File: config.mk
export PLATFORM = sky130hd
export DESIGN_NAME = jump_redirect_ctrl
export DESIGN_NICKNAME = d
export VERILOG_FILES = /design/src/rtl/jump_redirect_ctrl.sv
export SDC_FILE = /design/constraint.sdc
export NUM_CORES = 1
export LEC_CHECK = 0
export ABC_AREA = 1
export CAP_MARGIN = 20
export CORE_ASPECT_RATIO = 0.5
export CORE_UTILIZATION = 47
export DETAILED_ROUTE_END_ITERATION = 10
export GPL_TIMING_DRIVEN = 0
export PLACE_DENSITY = 0.81
export SYNTH_ARGS = -nofsm -noshare
export SYNTH_HDL_FRONTEND = slang
export SYNTH_SLANG_ARGS = --single-unit
File: constraint.sdc
create_clock -name clk -period 2.6 [get_ports clk]
set_clock_uncertainty 0.15 [all_clocks]
set_input_delay 0.52 -clock clk [delete_from_list [all_inputs] [get_ports clk]]
set_output_delay 0.52 -clock clk [all_outputs]
set_load 0.005 [all_outputs]
File: src/rtl/jump_redirect_ctrl.sv
// EX-stage jump resolution: computes JAL/JALR target and link address, then
// sequences a one-cycle PC redirect followed by a stall-aware multi-cycle flush.
module jump_redirect_ctrl #(
    parameter int XLEN         = 32,
    parameter int FLUSH_CYCLES = 2
) (
    input  logic            clk,
    input  logic            rst,
    input  logic            stall,
    input  logic            valid_ex,
    input  logic            jal_ex,
    input  logic            jalr_ex,
    input  logic [XLEN-1:0] pc_ex,
    input  logic [XLEN-1:0] imm_ex,
    input  logic [XLEN-1:0] rs1_val,
    output logic            redirect_valid,
    output logic [XLEN-1:0] redirect_target,
    output logic            flush_ir,
    output logic [XLEN-1:0] link_addr,
    output logic            misalign_exc,
    output logic            busy,
    output logic [31:0]     jump_cnt
);

    typedef enum logic [1:0] {
        IDLE     = 2'd0,
        REDIRECT = 2'd1,
        FLUSH    = 2'd2
    } state_t;

    state_t          state_reg;
    logic [3:0]      cnt_reg;

    logic [XLEN-1:0] jal_target;
    logic [XLEN-1:0] jalr_target;
    logic [XLEN-1:0] target_next;
    logic [XLEN-1:0] link_next;
    logic            candidate;
    logic            misaligned;

    always_comb begin
        jal_target  = pc_ex + imm_ex;
        jalr_target = (rs1_val + imm_ex) & ~XLEN'(1);
        // JAL wins if both flags are set
        target_next = jal_ex ? jal_target : jalr_target;
        link_next   = pc_ex + XLEN'(4);
        candidate   = (state_reg == IDLE) && valid_ex && !stall && (jal_ex || jalr_ex);
        misaligned  = target_next[1];
    end

    always_ff @(posedge clk) begin
        if (rst) begin
            state_reg       <= IDLE;
            cnt_reg         <= '0;
            redirect_valid  <= 1'b0;
            flush_ir        <= 1'b0;
            busy            <= 1'b0;
            misalign_exc    <= 1'b0;
            redirect_target <= '0;
            link_addr       <= '0;
            jump_cnt        <= '0;
        end else begin
            misalign_exc <= 1'b0;
            case (state_reg)
                IDLE: begin
                    if (candidate) begin
                        if (misaligned) begin
                            misalign_exc <= 1'b1;
                        end else begin
                            redirect_target <= target_next;
                            link_addr       <= link_next;
                            jump_cnt        <= jump_cnt + 32'd1;
                            state_reg       <= REDIRECT;
                            redirect_valid  <= 1'b1;
                            flush_ir        <= 1'b1;
                            busy            <= 1'b1;
                        end
                    end
                end
                REDIRECT: begin
                    // Fetch only consumes the redirect on an unstalled cycle
                    if (!stall) begin
                        redirect_valid <= 1'b0;
                        if (FLUSH_CYCLES == 1) begin
                            state_reg <= IDLE;
                            flush_ir  <= 1'b0;
                            busy      <= 1'b0;
                        end else begin
                            state_reg <= FLUSH;
                            cnt_reg   <= 4'(FLUSH_CYCLES - 2);
                        end
                    end
                end
                FLUSH: begin
                    if (!stall) begin
                        if (cnt_reg == 4'd0) begin
                            state_reg <= IDLE;
                            flush_ir  <= 1'b0;
                            busy      <= 1'b0;
                        end else begin
                            cnt_reg <= cnt_reg - 4'd1;
                        end
                    end
                end
                default: begin
                    state_reg      <= IDLE;
                    redirect_valid <= 1'b0;
                    flush_ir       <= 1'b0;
                    busy           <= 1'b0;
                end
            endcase
        end
    end

endmodule

# After elaboration in Yosys (flattened, before gate mapping)
# Cells that the tools add are included.
totals:
  word_cells: 59
  in_bits: 102
  output_inout_bits: 100
  register_bits: 104
classes:
  muxes: 19
  n_reduce_logical: 14
  n_eq_ne: 8
  addsub: 5
  n_bitwise: 5
ops:
  columns: ["operator", "n"]
  rows:
  - ["$add A32 B32 Y32", 2]
  - ["$add A32 B1 Y32 const B", 1]
  - ["$add A32 B3 Y32 const B", 1]
  - ["$mux W32", 1]
  - ["$mux W4", 3]
  - ["$ne A2 B2 Y1 const B", 6]
  - ["$mux W2", 5]
  - ["$reduce_and A5 Y1", 2]
  - ["$pmux W4 S2", 1]
  - ["$reduce_and A4 Y1", 2]
  - ["$mux W1", 6]
  - ["$pmux W1 S3", 2]
  - ["$pmux W2 S3", 1]
  - ["$not A1 Y1", 5]
  - ["$logic_not A4 Y1", 1]
  - ["$sub A4 B1 Y4 const B", 1]
  - ["$logic_and A1 B1 Y1", 3]
  - ["$reduce_and A3 Y1", 1]
  - ["$reduce_or A3 Y1", 1]
  - ["$eq A2 B1 Y1 const B", 1]
  - ["$eq A2 B2 Y1 const B", 1]
  - ["$logic_not A2 Y1", 1]
  - ["$reduce_bool A2 Y1", 1]
  - ["$logic_not A1 Y1", 1]
  - ["$logic_or A1 B1 Y1", 1]

# Depth between registers and ports, before layout
# Gate-level depths: netlist (run 1).
depth:
  ltp_word: 6
  depth_mapped: 17
  depth_no_buf: 17

# Least setup slack after synthesis (run 1)
# No wires, ideal clock.
synth_timing:
  path_type: "in2reg"
  from: "in pc_ex[0]"
  to: "reg jump_cnt[29]"
  cell_stages: 13
  n_path_buf: 1
  arrival_time_ns: 2.032
  setup_ns: 0.128
  path_slack_ns: 0.291
  path_cell_list: "ha_1 > inv_1 > fa_1 > nand2_1 > nand2_1 > nand2_1 > buf_2 > nor2_1 > nand2_1 > inv_2 > nand3_2 > xor2_1 > nor2_1"
synth_between:
  elab_chain_len: 4
synth_lines:
  columns: ["element", "line", "rtl"]
  rows:
  - ["start, declared", "13", "input logic [XLEN-1:0] pc_ex,"]
  - ["$add A32 B32 Y32", "42", "jal_target = pc_ex + imm_ex;"]
  - ["$mux W32", "45", "target_next = jal_ex ? jal_target : jalr_target;"]
  - ["$not A1 Y1 (no source line)", null, null]
  - ["$reduce_and A3 Y1 (no source line)", null, null]
  - ["end signal, assigned", "72", "jump_cnt <= jump_cnt + 32'd1;"]
  - ["end, declared", "22", "output logic [31:0] jump_cnt"]
# Every way passes these cells.
# A chain may end at the register's enable or synchronous reset.

# Worst setup path in the final report (run 1)
layout_timing:
  from: "in imm_ex[10]"
  to: "reg redirect_target[31]"
layout_between:
  elab_chain_len: 2
layout_lines:
  columns: ["element", "line", "rtl"]
  rows:
  - ["start, declared", "14", "input logic [XLEN-1:0] imm_ex,"]
  - ["$add A32 B32 Y32 (on tied branches)", "43, 42", null]
  - ["$mux W32 *", "45", null]
  - ["end signal, assigned", "70", "redirect_target <= target_next;"]
  - ["end, declared", "17", "output logic [XLEN-1:0] redirect_target,"]
# Mark *: on every way between the ends. The rest lies on a longest branch, timed or not.

==> impl_metrics.ini, run 1 <==
[drt]
post_drt_via_cell_ratio = 5.155
vias = 12080
wl_um = 36520
drtIter0Drc = 1124
met3_wirelength_um = 3486
drtPass1Iterations = 6
wl_met2_um = 16290
highest_layer = met4
drt-met1-wl_um = 15590
antenna_left = 0
detail_route.wl_per_cell_um = 15.58
drc = 0

[min_path]
worstHoldEndpoint = busy
holdCritStartpoint = busy
whs_path_depth = 2
hold_class = register to register

[clock_tree]
clkLatencyLatePin_ns = 0.37
cts_tree = yes
clock-root-buffer = clkbuf_16
ctsHoldBuffers = 0
cts_buffer_depth = 2
path_clk_slew_ns = 0.07
cts_max_level = 3
cts_buffers = 9
cts_sinks = 104

[sta]
setup_viol = 0
whs_ns = 0.3303
rsz0062_at_grt = yes
max_freq_mhz = 386.6
max_slew.worst_pin.slew_ns = 0.8092
post-route-period-util = 0.9949
slew_headroom = 0.4605
hold_violations = 0
period_needed_ns = 2.587
slew_viol_final = 0

[logic_synthesis]
synth-edff-count = 0
synthArstFlopShare = 0
synth_cells = 1826
synth_cell_type_count = 50
synth_area_leaders = nand2_1, dfxtp_1, inv_1
synthXorXnorAreaFrac = 0.04107
synthFlopType = dfxtp_1
synth_compound_area_frac = 0.1028
syn_avg_cell_area_sq_um = 5.606
synthMuxAreaShare = 0
yosys_warnings = 0
syn_nets = 1994
yosysTopAreaCell = nand2_1
synth_simple_gate_area_frac = 0.4257
synth_top_family_by_area = simple AND/OR/NAND/NOR gates
synth-adder-area-share = 0.08214
synth_area_sq_um = 10240
seq_area_frac_synth = 0.2034
netlist.area_leader.share = 0.2222
synth-seq-cells = 104

[worst_setup_path]
reg2reg_from = jump_cnt[0]
worstReg2RegEnd = jump_cnt[24]
cp_slowest_stage_delay_ns = 0.56
worstPathMaxFanout = 4
ff2ff_setup_slack_ns = 0.44
arrival_ns = 2.71
crit_family = simple AND/OR/NAND/NOR gates
worstPathRequired_ns = 2.72
worstSetupStartpointType = primary input
worstRegToRegCells = 8
crit_path_end_kind = register
crit_top_cell = nand2_1
crit_slowest_cell = clkdlybuf4s50_1
path_cells = clkdlybuf4s50_1 -> ha_4 -> nand2_1 -> nor2_1 -> and2_1 -> nand2_1 -> nand2_1 -> nand2_1 -> nand2_1 -> nand2_1 -> nand3_1 -> nand3_1 -> nand2_1 -> inv_1
crit_type = primary input to register
cp_num_buf_inv = 2

[power]
peakVddDrop_uv = 267.0
cellLeakagePower_nw = 7.014
power.density_nw_per_um2 = 375.1

[outcome]
status = completed

[die]
start_util = 0.4892
rows = 37
die_area_sq_um = 22410
coreArea_sq_um = 20930
die_w_um = 210.7
ioPinCount = 202
die_y_um = 106.4

[cells_and_area]
finalNetCount = 2211
reg_top3 = jump_cnt (32), link_addr (32), redirect_target (31)
area_growth_pct = 34.46
fillers = 1985
mostFrequentLayoutCell = nand2_1
drive_gt1_frac = 0.07666
final_cells = 2344
layout_common_cells = nand2_1, inv_1, nor2_1, clkdlybuf4s50_1, nand3_1

[placement]
gp_congestion = 0.9964
portBuffers = 198
place_inst = 2316
hpwl_um = 29250

[grt]
grt_pass1_vias = 10790
antenna_found_initial = 4
track_usage = 0.3155
grt_overflow_total = 0
grt_start_max_net_pins = 20
grt_pass1_wl_um = 54930

[flow_run]
cap_violations = 0
cell usage after synthesis, types with 2 or more instances:
master,number
o21ai_0,62
o21ai_1,3
and2_1,3
o21a_1,3
nand3b_1,14
xnor2_1,15
or2_2,3
nor2_1,196
nor4_1,13
fa_1,2
nand3_1,128
nand2_4,2
nor3_1,31
nand4_1,19
o211ai_1,18
nor2_4,5
buf_4,3
inv_1,335
a31oi_1,3
a21oi_1,95
nor3b_1,2
nand3_2,3
xor2_1,33
buf_2,17
o21bai_1,3
dfxtp_1,104
nand2_1,606
ha_1,64
inv_2,5
or2_0,2
buf_1,2
clkbuf_1,14
area by class of cell:
cell class,count,area (sq um),area share
Antenna cell,4,10.01,0.0007273
Tap cell,292,365.4,0.02655
Buffer,36,242.7,0.01764
Sequential cell,104,2082,0.1513
Clock buffer,9,225.2,0.01636
Clock inverter,7,87.58,0.006364
Inverter,342,1291,0.09382
Multi-Input combinational cell,1342,7323,0.5321
Timing Repair Buffer,208,2136,0.1552
worst max-delay path by stage:
stage,start,depth (start not counted),endpoint
after detailed placement,pc_ex[0],13,link_addr[23]
after global placement,pc_ex[0],13,redirect_target[6]
after CTS,pc_ex[9],14,redirect_target[21]
after global routing,imm_ex[10],14,redirect_target[31]
after floorplan,pc_ex[0],13,jump_cnt[29]
final,imm_ex[10],14,redirect_target[31]
worst min-delay path, cell delays in order (launching register included):
cell and delay (ns):
dfxtp_1 0.33, nand2_1 0.06, a21oi_1 0.05
report_power, final:
part	internal, mW	switching (mW)	total, mW
sequential	1.66	0.0416	1.70
combinational	0.814	1.16	1.97
clock	0.767	0.725	1.49
per-stage QoR:
step / TNS (ns) / total power [mW] / utilization / setup slack (ns) / instance area (sq um)
finish: 0 / 5.162 / 0.6577 / 0.01337 / 13760
global route: -0.2654 / 5.435 / 0.6577 / -0.1218 / 13760
CTS: 0 / 4.980 / 0.6229 / 0.004384 / 13040
detailed placement: -64.85 / 3.462 / 0.6014 / -0.8774 / 12580
global placement: -67.06 / 3.438 / 0.6014 / -0.8774 / 12580
floorplan: 0 / 2.787 / - / 0.2907 / 10240
what timing repair did:
| item | in CTS | in global routing |
|---|---|---|
| resized for setup | 32 | 128 |
| setup buffers | 5 | 5 |
| pin swaps | 0 | 2 |
| endpoints found under the setup margin | 96 | 84 |
cells by family after synthesis:
family,after synthesis
flip-flops,104
adder cells (fa/ha/maj),66
AO/OA/AOI/OAI,193
XOR/XNOR,48
buffers and inverters,380
other,1
AND/OR/NAND/NOR,1034
per-layer routing:
| layer | global-route usage | vias to the layer above |
|---|---|---|
| met4 | 0.1134 | 0 |
| met2 | 0.5160 | 568 |
| met1 | 0.4103 | 5303 |
| li1 | - | 6124 |
| met3 | 0.06529 | 88 |
| met5 | 0 | - |
Note: power is estimated with default switching activity, not from simulation.
==> run 2, diff against run 1 <==
CTS_CLUSTER_DIAMETER = 60   (was unset)
==> results of run 2 <==
Same layout as run 1: the final DEF is identical, and so are final timing and power.
==> run 3, diff against run 2 <==
==> constraint.sdc (replaced) <==
create_clock -name clk -period 2.6 [get_ports clk]
set_clock_uncertainty 0.15 [all_clocks]
set_input_delay 0.52 -clock clk [delete_from_list [all_inputs] [get_ports clk]]
set_output_delay 0.52 -clock clk [all_outputs]
set_load 0.02 [all_outputs]
==> results of run 3 <==
Same layout as run 1 (identical final DEF). Status: completed.
Among the figures that moved: total power 5.162 mW -> 5.237 mW; worst IR drop on VDD 267.0 uV -> 267.1 uV
